--- config.mk ---
export PLATFORM = sky130hd
export DESIGN_NAME = fwd_hazard_unit
export DESIGN_NICKNAME = d
export VERILOG_FILES = /design/src/rtl/fwd_hazard_unit.sv
export SDC_FILE = /design/constraint.sdc
export NUM_CORES = 1
export LEC_CHECK = 0
export ABC_AREA = 0
export CAP_MARGIN = 0
export CORE_MARGIN = 4
export CORE_UTILIZATION = 51
export DETAILED_ROUTE_END_ITERATION = 8
export PLACE_DENSITY = 0.82
export RECOVER_POWER = 50
export SYNTH_ARGS = -nofsm -noshare
export SYNTH_HDL_FRONTEND = slang
export SYNTH_SLANG_ARGS = --single-unit
--- constraint.sdc ---
create_clock -name clk -period 4.7 [get_ports clk]
set_input_delay 0.705 -clock clk [delete_from_list [all_inputs] [get_ports clk]]
set_output_delay 0.705 -clock clk [all_outputs]
set_load 0.05 [all_outputs]
--- src/rtl/fwd_hazard_unit.sv ---
// Forwarding-select and load-use stall generator for the decode stage of the pipelined CPU.
// Latency: fwd_a/fwd_b are registered (valid while the instruction is in EX); stall is combinational.
// Backpressure: stall holds PC and IF/ID and injects a bubble into EX; flush squashes the ID instruction.
module fwd_hazard_unit #(
  parameter int N        = 5,
  parameter int ZERO_REG = 31,
  parameter int CW       = 16
) (
  input  logic          clk,
  input  logic          reset,
  input  logic [N-1:0]  id_rn,
  input  logic [N-1:0]  id_rm,
  input  logic          id_rn_used,
  input  logic          id_rm_used,
  input  logic [N-1:0]  id_rd,
  input  logic          id_regwrite,
  input  logic          id_memread,
  input  logic          flush,
  output logic          stall,
  output logic [1:0]    fwd_a,
  output logic [1:0]    fwd_b,
  output logic [CW-1:0] stall_cycles
);

  localparam logic [N-1:0]  ZR      = N'(ZERO_REG);
  localparam logic [CW-1:0] CNT_MAX = '1;

  localparam logic [1:0] SEL_RF  = 2'b00;
  localparam logic [1:0] SEL_EX  = 2'b01;
  localparam logic [1:0] SEL_MEM = 2'b10;

  // Destination tracking for the instructions currently in EX and MEM.
  logic [N-1:0] ex_rd;
  logic         ex_we;
  logic         ex_ld;
  logic [N-1:0] mem_rd;
  logic         mem_we;
  logic         mem_ld;

  logic         hit_ex_a;
  logic         hit_ex_b;
  logic         hit_mem_a;
  logic         hit_mem_b;
  logic [1:0]   nxt_a;
  logic [1:0]   nxt_b;
  logic         bubble;

  // Compare the ID source registers against the EX and MEM producers; XZR never matches.
  always_comb begin
    hit_ex_a  = 1'b0;
    hit_ex_b  = 1'b0;
    hit_mem_a = 1'b0;
    hit_mem_b = 1'b0;
    hit_ex_a  = id_rn_used & ex_we  & (ex_rd  == id_rn) & (id_rn != ZR);
    hit_ex_b  = id_rm_used & ex_we  & (ex_rd  == id_rm) & (id_rm != ZR);
    hit_mem_a = id_rn_used & mem_we & (mem_rd == id_rn) & (id_rn != ZR);
    hit_mem_b = id_rm_used & mem_we & (mem_rd == id_rm) & (id_rm != ZR);
  end

  // Load-use stall and next forwarding selects; the EX producer is newest so it wins over MEM.
  always_comb begin
    stall  = 1'b0;
    nxt_a  = SEL_RF;
    nxt_b  = SEL_RF;
    bubble = 1'b0;
    stall  = ex_ld & (hit_ex_a | hit_ex_b);
    bubble = stall | flush;
    if (hit_ex_a) begin
      nxt_a = SEL_EX;
    end else if (hit_mem_a) begin
      nxt_a = SEL_MEM;
    end
    if (hit_ex_b) begin
      nxt_b = SEL_EX;
    end else if (hit_mem_b) begin
      nxt_b = SEL_MEM;
    end
  end

  // Advance the EX/MEM tracking slots, register the selects and count stall cycles.
  always_ff @(posedge clk) begin
    if (reset) begin
      ex_rd        <= '0;
      ex_we        <= 1'b0;
      ex_ld        <= 1'b0;
      mem_rd       <= '0;
      mem_we       <= 1'b0;
      mem_ld       <= 1'b0;
      fwd_a        <= SEL_RF;
      fwd_b        <= SEL_RF;
      stall_cycles <= '0;
    end else begin
      mem_rd <= ex_rd;
      mem_we <= ex_we;
      mem_ld <= ex_ld;
      if (bubble) begin
        ex_rd <= '0;
        ex_we <= 1'b0;
        ex_ld <= 1'b0;
        fwd_a <= SEL_RF;
        fwd_b <= SEL_RF;
      end else begin
        ex_rd <= id_rd;
        ex_we <= id_regwrite;
        ex_ld <= id_memread;
        fwd_a <= nxt_a;
        fwd_b <= nxt_b;
      end
      if (stall && (stall_cycles != CNT_MAX)) begin
        stall_cycles <= stall_cycles + CW'(1);
      end
    end
  end

endmodule

==> results of run 1 <==
cell families (layout without fill, tap and decap cells):
family	Yosys count	after routing	synth area share, %
XOR/XNOR	22	22	12.0
multiplexers	6	6	4.15
AND/OR/NAND/NOR	82	82	28.9
AO/OA/AOI/OAI	21	21	10.6
buffers and inverters	9	54	2.19
adder cells (fa/ha/maj)	1	1	0.782
flip-flops	33	33	41.3
metal layers:
metal / wire [um] / share of wire (%) / GRT usage (%) / up-vias
met5: 0 / 0 / 0 / -
met4: 59 / 1.6 / 7.01 / 0
met3: 176 / 4.8 / 4.57 / 9
met2: 1760 / 48 / 32.6 / 42
met1: 1680 / 46 / 24.1 / 656
li1: - / - / - / 709
power by group through the flow:
stage | Clock [W] | Sequential, W | Combinational (W)
final | 0.000222 | 0.000287 | 0.0000484
after global routing | 0.000236 | 0.000288 | 0.0000522
after CTS | 0.000225 | 0.000287 | 0.0000488
after detailed placement | 0 | 0.000294 | 0.0000482
after global placement | 0 | 0.000294 | 0.0000468
after floorplan | 0 | 0.000293 | 0.0000228
synth_stat cells, types with 2 or more instances:
cell / instances / area (um^2)
o21ai_1: 2 / 10.0
mux2_2: 3 / 33.8
a311oi_1: 2 / 17.5
nand2_1: 10 / 37.5
inv_1: 4 / 15.0
nand4_1: 7 / 43.8
a21oi_1: 5 / 25.0
mux2_1: 2 / 22.5
dfxtp_1: 33 / 661
nand3_1: 11 / 55.1
or3_4: 2 / 22.5
a31o_2: 3 / 26.3
xnor2_1: 17 / 149
nor4_1: 6 / 37.5
xor2_1: 5 / 43.8
nor2_1: 15 / 56.3
nor2b_1: 11 / 68.8
and4_1: 3 / 26.3
clkbuf_1: 4 / 15.0
nor3_1: 3 / 15.0
nor3_2: 2 / 20.0
and2_1: 7 / 43.8
final cells by class:
class	count	area [um^2]	area share, %
inverters	4	15.0	0.702
repair buffers	42	420	19.6
flip-flops and latches	33	661	30.9
clock buffers	7	55.1	2.57
well taps	44	55.1	2.57
multi-input cells	132	903	42.2
clock inverters	1	30.0	1.40
through the flow:
step                      hold WS, ps  power, W  utilization, %
after CTS                         487  0.000561            70.7
after floorplan                   460  0.000315               -
after global routing              527  0.000576            70.7
after detailed placement          479  0.000342            67.9
after global placement            475  0.000340            67.9
final                             481  0.000558            70.7
state kept, by name (all words and copies together) (netlist names):
name / flops
ex_we: 1
mem_we: 1
mem_rd: 5
ex_rd: 5
fwd_a: 2
ex_ld: 1
stall_cycles: 16
fwd_b: 2
worst max-delay path by stage:
stage            end  depth (start not counted)  slack [ps]
2_1_floorplan  stall                          4        2070
3_3_place_gp   stall                          6         980
3_5_place_dp   stall                          6         900
4_1_cts        stall                          6         900
5_1_grt        stall                          6         760
6_report       stall                          6         860
==> metrics.txt, run 1 <==
status complete, no violations; design area 2140 um^2; Final Skew 11.9 ps; largest net degree at the start of global routing 33; core area 3030 um^2; top_reg_cell synth dfxtp_1; min-delay worst type reg2reg; fraction of layout cells with a size suffix above 1 9.13%; Initial Utilization 52.8%; # Max-Cap Violations 0; commonest non-fill, non-tap cell in the layout dfxtp_1; row cnt 20; DRT iter0 DRCs 70; Placement Setup Slack 904 ps; Net Sw Frac 21.4%; slack of the critical path 858 ps; Critical-path top delay cell clkdlybuf4s50_1; Longest Clk Path Bufs 2; Setup TNS Final 0 ps; Internal Power 0.000438 W; Finished Layout Cells 263; routed vias 1416; first-pass GRT wire length 6310 um; Chip Height 64.0 um; Post-synth EDFFs 0; post-synthesis sequential area ratio 41.3%; Worst R2R Setup Slack 2620 ps; Setup crit end kind primary output; critical path, cell by cell dlygate4sd3_1 -> xnor2_1 -> nand4_1 -> or3_4 -> a21oi_2 -> clkdlybuf4s50_1; initial antenna violation count 0; antenna-violating nets left 0; Via density 5.38; Post-Syn Nets 197; Min-Delay Endpoint mem_we; max incr delay on CP 860 ps; Fmax achieved 0.260 GHz; Mean Syn Cell Area 9.19 um^2; worst reg-to-reg path cell count 6; IO Count 43; final-stage net count 241; drt drc 0; Hold Buf Count CTS 0; relative slew slack 24.2%; worst path buffer plus inverter count 2; r2r endpoint stall_cycles[8]; Worst setup SP type input port; ANT cells 0; Tmin final 3840 ps; Die X 64.0 um; GRT overflow 0; Synth Warn # 0; Psw 0.000120 W; Global Route Usage Sum 19.4%; CP max FO 4; most frequent cells in the layout dfxtp_1 (33), clkdlybuf4s50_1 (22), dlygate4sd3_1 (20); Post-synth ARST share 0%; Hold Crit Start ex_we; worst r2r src ex_rd[2]; IO Port Bufs 42; clock slew at reported path FFs 100 ps; Yosys reg bits 33; Die ar. 4100 um^2; worst skew pair latency 340 ps; Post-DP HPWL 2780 um; H-tree level count 2; Area after DPL 2050 um^2; post-CTS resize count 0; part of the power in the clock network 39.8%; Gate Count Post-Synth 174; Worst Path Arrival 3140 ps; GPL Wtd Cong 0.902; dpl cells 255; Pre-antenna DRT Iters 4; Syn-to-layout area delta 33.8%; Cell variety after synth 39; Filler Cells Inserted 245; type of the worst setup path in2out; Pins Over Slew Limit 0; Final Hold Viols 0; Tightest Pin Transition 1130 ps; delay-heaviest family, CP buffers and inverters; vias in the first global route 1389; Flop pwr share 51.5%; Tcrit/Tclk final 81.7%; leakage power 0.767 nW; # setup viols final 0; setup repair after global routing missed its margin false; Max rail drop VDD 158 uV; Post-CTS Setup Bufs 0; CTS sink cnt 33; WHS Path Cells 1; CTS tree built; synthesized area 1600 um^2; CP startpoint id_rm[2]; DR WL/cell 14.0 um; CTS root buffer clkbuf_4; Comb power frac 8.7%; total CTS buffers 5; Crit path required time 3990 ps; Total Wirelength 3680 um; pwr/cell area 261 nW/um^2
(Power assumes the default switching activity.)
==> inputs of run 2 (changes only) <==
Settings changed: CORE_UTILIZATION 51 to 47, PLACE_DENSITY 0.82 to 0.76.
Clock period 4.7 ns to 3.65 ns, I/O delays scaled along.
==> run 2 against run 1 <==
Net effect:
- clock skew about the same
- count of clock-buffer cells in the layout fell by 2
- total power increased by 28%
- combinational power rose by 30%
- sequential power increased by 29%
- cell area grew 0.18%
==> metrics.txt, run 2 (same netlist as run 1, synthesis figures left out) <==
status complete, no violations; Largest register FFs 16; Longest Clk Path Bufs 2; Worst R2R Setup Slack 1470 ps; relative slew slack 54.2%; CP max FO 4; setup repair after global routing missed its margin false; total CTS buffers 5; H-tree level count 2; Placement Setup Slack 819 ps; Tightest Pin Transition 684 ps; Initial Utilization 50.7%; max incr delay on CP 600 ps; Final Skew 11.7 ps; Min-Delay Endpoint fwd_b[1]; initial antenna violation count 0; Crit path required time 3100 ps; delay-heaviest family, CP buffers and inverters; Internal Power 0.000546 W; worst r2r src ex_rd[0]; vias in the first global route 1466; Fmax achieved 0.340 GHz; Filler Cells Inserted 263; IO Count 43; GPL Wtd Cong 0.933; Psw 0.000167 W; core area 3150 um^2; min-delay worst type reg2reg; Tot Pwr 0.000713 W; r2r endpoint stall_cycles[8]; largest registers stall_cycles x16, ex_rd x5, mem_rd x5; IO Port Bufs 42; part of the power in the clock network 39.2%; leakage power 0.770 nW; Final Core Density 68.0%; pwr/cell area 333 nW/um^2; worst path buffer plus inverter count 2; first-pass GRT wire length 6390 um; # setup viols final 0; grt met1 use 23.0%; largest net degree at the start of global routing 20; Final Hold Viols 0; Hold Buf Count CTS 0; Worst setup SP type input port; Chip Height 66.3 um; CTS tree built; critical path, cell by cell dlygate4sd3_1 -> xnor2_1 -> nand4_1 -> or3_4 -> a21oi_2 -> buf_4; antenna-violating nets left 0; DR WL/cell 14.7 um; Tmin final 2940 ps; CTS sink cnt 33; worst skew pair latency 340 ps; Total Wirelength 3870 um; GRT overflow 0; Setup crit end kind primary output; Comb power frac 8.8%; Hold Crit Start mem_we; Tcrit/Tclk final 80.6%; Setup TNS Final 0 ps; type of the worst setup path in2out; Syn-to-layout area delta 34.0%; # Max-Cap Violations 0; Net Sw Frac 23.4%; DRT iter0 DRCs 101; busiest layer in global routing met2; routed vias 1431; met3 usage 5.78%; fraction of layout cells with a size suffix above 1 10.5%; worst reg-to-reg path cell count 6; drt drc 0; post-CTS resize count 0; Worst Path Arrival 2390 ps; Max rail drop VDD 303 uV; Pre-antenna DRT Iters 4; Die ar. 4400 um^2; M2 GR Usage 30.6%; clock slew at reported path FFs 110 ps; most frequent cells in the layout dfxtp_1 (33), dlygate4sd3_1 (21), clkdlybuf4s50_1 (20); slack of the critical path 708 ps; Post-CTS Setup Bufs 0; Post-DP HPWL 2940 um; commonest non-fill, non-tap cell in the layout dfxtp_1; Critical-path top delay cell dlygate4sd3_1; Via density 5.42; Pins Over Slew Limit 0; Flop pwr share 51.9%; final-stage net count 242; row cnt 20; Die X 66.3 um; Top reg by flops stall_cycles; CTS root buffer clkbuf_4; Global Route Usage Sum 19.0%; ANT cells 0; WHS Path Cells 1
[run 2: cell count changes in the layout (fill, tap and decap cells not counted), sizes merged]
cell           delta
buf               +2
clkbuf            -2
clkdlybuf4s50     -2
clkinv            +1
clkinvlp          +1
dlygate4sd3       +1
[run 2: worst max path at each step]
stage               startpoint     to  slack [ps]  cells past startpoint
detailed placement    id_rm[2]  stall         820                      6
global placement      id_rn[4]  stall         830                      6
finish                id_rm[0]  stall         710                      6
CTS                   id_rn[0]  stall         790                      6
floorplan             id_rm[0]  stall        1330                      4
global route          id_rn[3]  stall         620                      6
[run 2: power by group through the flow]
stage / clock, W / combinational [W] / sequential (W)
after floorplan: 0 / 0.0000294 / 0.000377
after global placement: 0 / 0.0000608 / 0.000378
after detailed placement: 0 / 0.0000633 / 0.000378
after CTS: 0.000285 / 0.0000639 / 0.000370
after global routing: 0.000306 / 0.0000682 / 0.000371
final: 0.000280 / 0.0000631 / 0.000370
[run 2: layout make-up]
| cell class | instances | area (um^2) | area share [%] |
|---|---|---|---|
| Clock buffer | 5 | 37.5 | 1.75 |
| Clock inverter | 3 | 46.3 | 2.16 |
| Inverter | 4 | 15.0 | 0.701 |
| Multi-Input combinational cell | 132 | 903 | 42.1 |
| Sequential cell | 33 | 661 | 30.8 |
| Tap cell | 44 | 55.1 | 2.57 |
| Timing Repair Buffer | 43 | 425 | 19.8 |
[run 2: metal layers]
layer	wire, um	vias to the layer above
met5	0	-
li1	-	708
met4	78	0
met2	1780	41
met1	1780	671
met3	235	11
[run 2: per-stage QoR]
stage	cell area [um^2]	hold slack [ps]	instances
floorplan	1600	460	174
global placement	2060	475	256
detailed placement	2060	477	256
CTS	2140	494	264
global route	2140	511	264
finish	2140	492	264
[run 2: worst register-to-register path, stage by stage, from the launching register on]
cell and delay (ps):
dfxtp_1 420, xnor2_1 150, nand4_1 150, nor3_1 380, o211a_2 470, nand4_1 170, mux2_1 340
==> inputs of run 3 (changes only) <==
Settings changed: CORE_UTILIZATION 47 to 43, PLACE_DENSITY 0.76 to 0.73.
Clock period 3.65 ns to 2.4 ns, I/O delays scaled along.
==> run 3 against run 2 <==
Net effect:
- via count increased by 3.8%
- critical path type unchanged
- critical endpoint unchanged
- setup slack lost 650 ps
- clock power rose by 38%
- non-clock buffer count rose by 17
==> metrics.txt, run 3 (same netlist as run 1, synthesis figures left out) <==
GPL Wtd Cong 0.859; Max rail drop VDD 388 uV; Tmin final 2340 ps; Top reg by flops stall_cycles; max incr delay on CP 530 ps; Crit path required time 2040 ps; final-stage net count 259; status complete, no violations; commonest non-fill, non-tap cell in the layout dfxtp_1; Finished Layout Cells 283; Tcrit/Tclk final 97.4%; Worst R2R Setup Slack 430 ps; Hold Buf Count CTS 0; pwr/cell area 461 nW/um^2; # Max-Cap Violations 0; # setup viols final 0; CP startpoint id_rn[2]; Pins Over Slew Limit 0; Tot Pwr 0.00106 W; Final Skew 8.55 ps; Final Hold Viols 0; Reg area 661 um^2; fraction of layout cells with a size suffix above 1 16.0%; CP max FO 4; Critical-path top delay cell clkdlybuf4s50_1; Chip Height 69.0 um; CTS root buffer clkbuf_8; Longest Clk Path Bufs 2; initial antenna violation count 0; Tightest Pin Transition 677 ps; clock slew at reported path FFs 70 ps; H-tree level count 2; DR WL/cell 14.1 um; Initial Utilization 46.1%; Filler Cells Inserted 303; Final Core Density 66.0%; Total Wirelength 4000 um; area of the multi-input gates 911 um^2; DRT iter0 DRCs 101; Global Route Usage Sum 19.6%; r2r endpoint stall_cycles[8]; Fmax achieved 0.428 GHz; Post-DP HPWL 3140 um; largest registers stall_cycles x16, ex_rd x5, mem_rd x5; IO Port Bufs 42; CTS tree built; Setup crit end kind primary output; setup repair after global routing missed its margin false; worst path buffer plus inverter count 2; IO Count 43; Syn-to-layout area delta 43.1%; worst skew pair latency 280 ps; worst reg-to-reg path cell count 7; critical path, cell by cell clkdlybuf4s50_1 -> xnor2_1 -> nand4_1 -> or3_4 -> a21oi_4 -> buf_12; Critical Path End stall; delay-heaviest family, CP buffers and inverters; min-delay worst type reg2reg; worst r2r src ex_rd[2]; drt drc 0; largest net degree at the start of global routing 17; core area 3470 um^2; Die X 69.0 um; CTS sink cnt 33; Worst Path Arrival 1980 ps; Worst setup SP type input port; Levels on crit path 6; row cnt 21; leakage power 0.856 nW; total CTS buffers 5; most frequent cells in the layout dfxtp_1 (33), clkdlybuf4s50_1 (22), dlygate4sd3_1 (19); relative slew slack 54.8%; dpl cells 273; routed vias 1486; Largest register FFs 16; Pre-antenna DRT Iters 4; Via density 5.25; ANT cells 0; antenna-violating nets left 0; first-pass GRT wire length 6910 um; GRT overflow 0; Die ar. 4760 um^2; vias in the first global route 1485; type of the worst setup path in2out
## run 3: cell count changes in the layout (fill, tap and decap cells not counted), sizes merged
cell           previous run  this run
clkdlybuf4s50            20        22
bufinv                    1         0
clkinv                    1         2
buf                       2        18
clkinvlp                  1         0
clkbuf                    5         7
dlygate4sd3              21        19
## run 3: layout make-up
type / count / share of cell area, %
Multi-Input combinational cell: 132 / 39.8
Sequential cell: 33 / 28.9
Timing Repair Buffer: 60 / 24.5
Clock buffer: 6 / 3.17
Tap cell: 46 / 2.52
Inverter: 4 / 0.656
Clock inverter: 2 / 0.437
## run 3: through the flow
step / TNS [ps] / hold WS, ps / instance area, um^2 / setup slack (ps)
3_3_place_gp: -6.69 / 479 / 2190 / -3.84
2_1_floorplan: 0 / 437 / 1600 / 277
5_1_grt: 0 / 509 / 2290 / 12.9
3_5_place_dp: -191 / 478 / 2190 / -51.8
4_1_cts: 0 / 499 / 2280 / 6.75
6_report: 0 / 500 / 2290 / 62.6
## run 3: worst min path at each step
stage,startpoint,endpoint,slack [ps],cells after the start
after floorplan,flush,fwd_a[0],440,1
after global placement,ex_we,mem_we,480,1
after detailed placement,ex_we,mem_we,480,1
after CTS,ex_we,mem_we,500,1
after global routing,ex_we,mem_we,510,1
final,ex_we,mem_we,500,1
## run 3: timing repair
action	in CTS	in global routing
buffers inserted	0	2
gates resized for setup	1	0
cloned	0	0
endpoints found under the hold margin	0	0
endpoints found under the setup margin	1	1
pin swaps	0	1
## run 3: worst reg2reg max path, stage by stage, from the launching register on
cell and delay [ps]:
dfxtp_1 410, xnor2_1 150, nand4_1 140, nor3_1 210, buf_4 160, o211a_2 300, nand4_1 140, mux2_1 340
## run 3: where the power goes
part	internal (W)	switching [W]	leakage, nW
clock	0.000200	0.000185	0.0450
sequential	0.000555	0.00000833	0.267
combinational	0.0000642	0.0000423	0.544
total	0.000820	0.000235	0.856
## run 3: per-layer routing
layer  GRT usage (%)  vias up  wire length, um
li1                -      742                -
met1            24.5      701             1750
met2            32.3       39             1990
met3            5.83        4              206
met4            6.57        0               51
met5               0        -                0
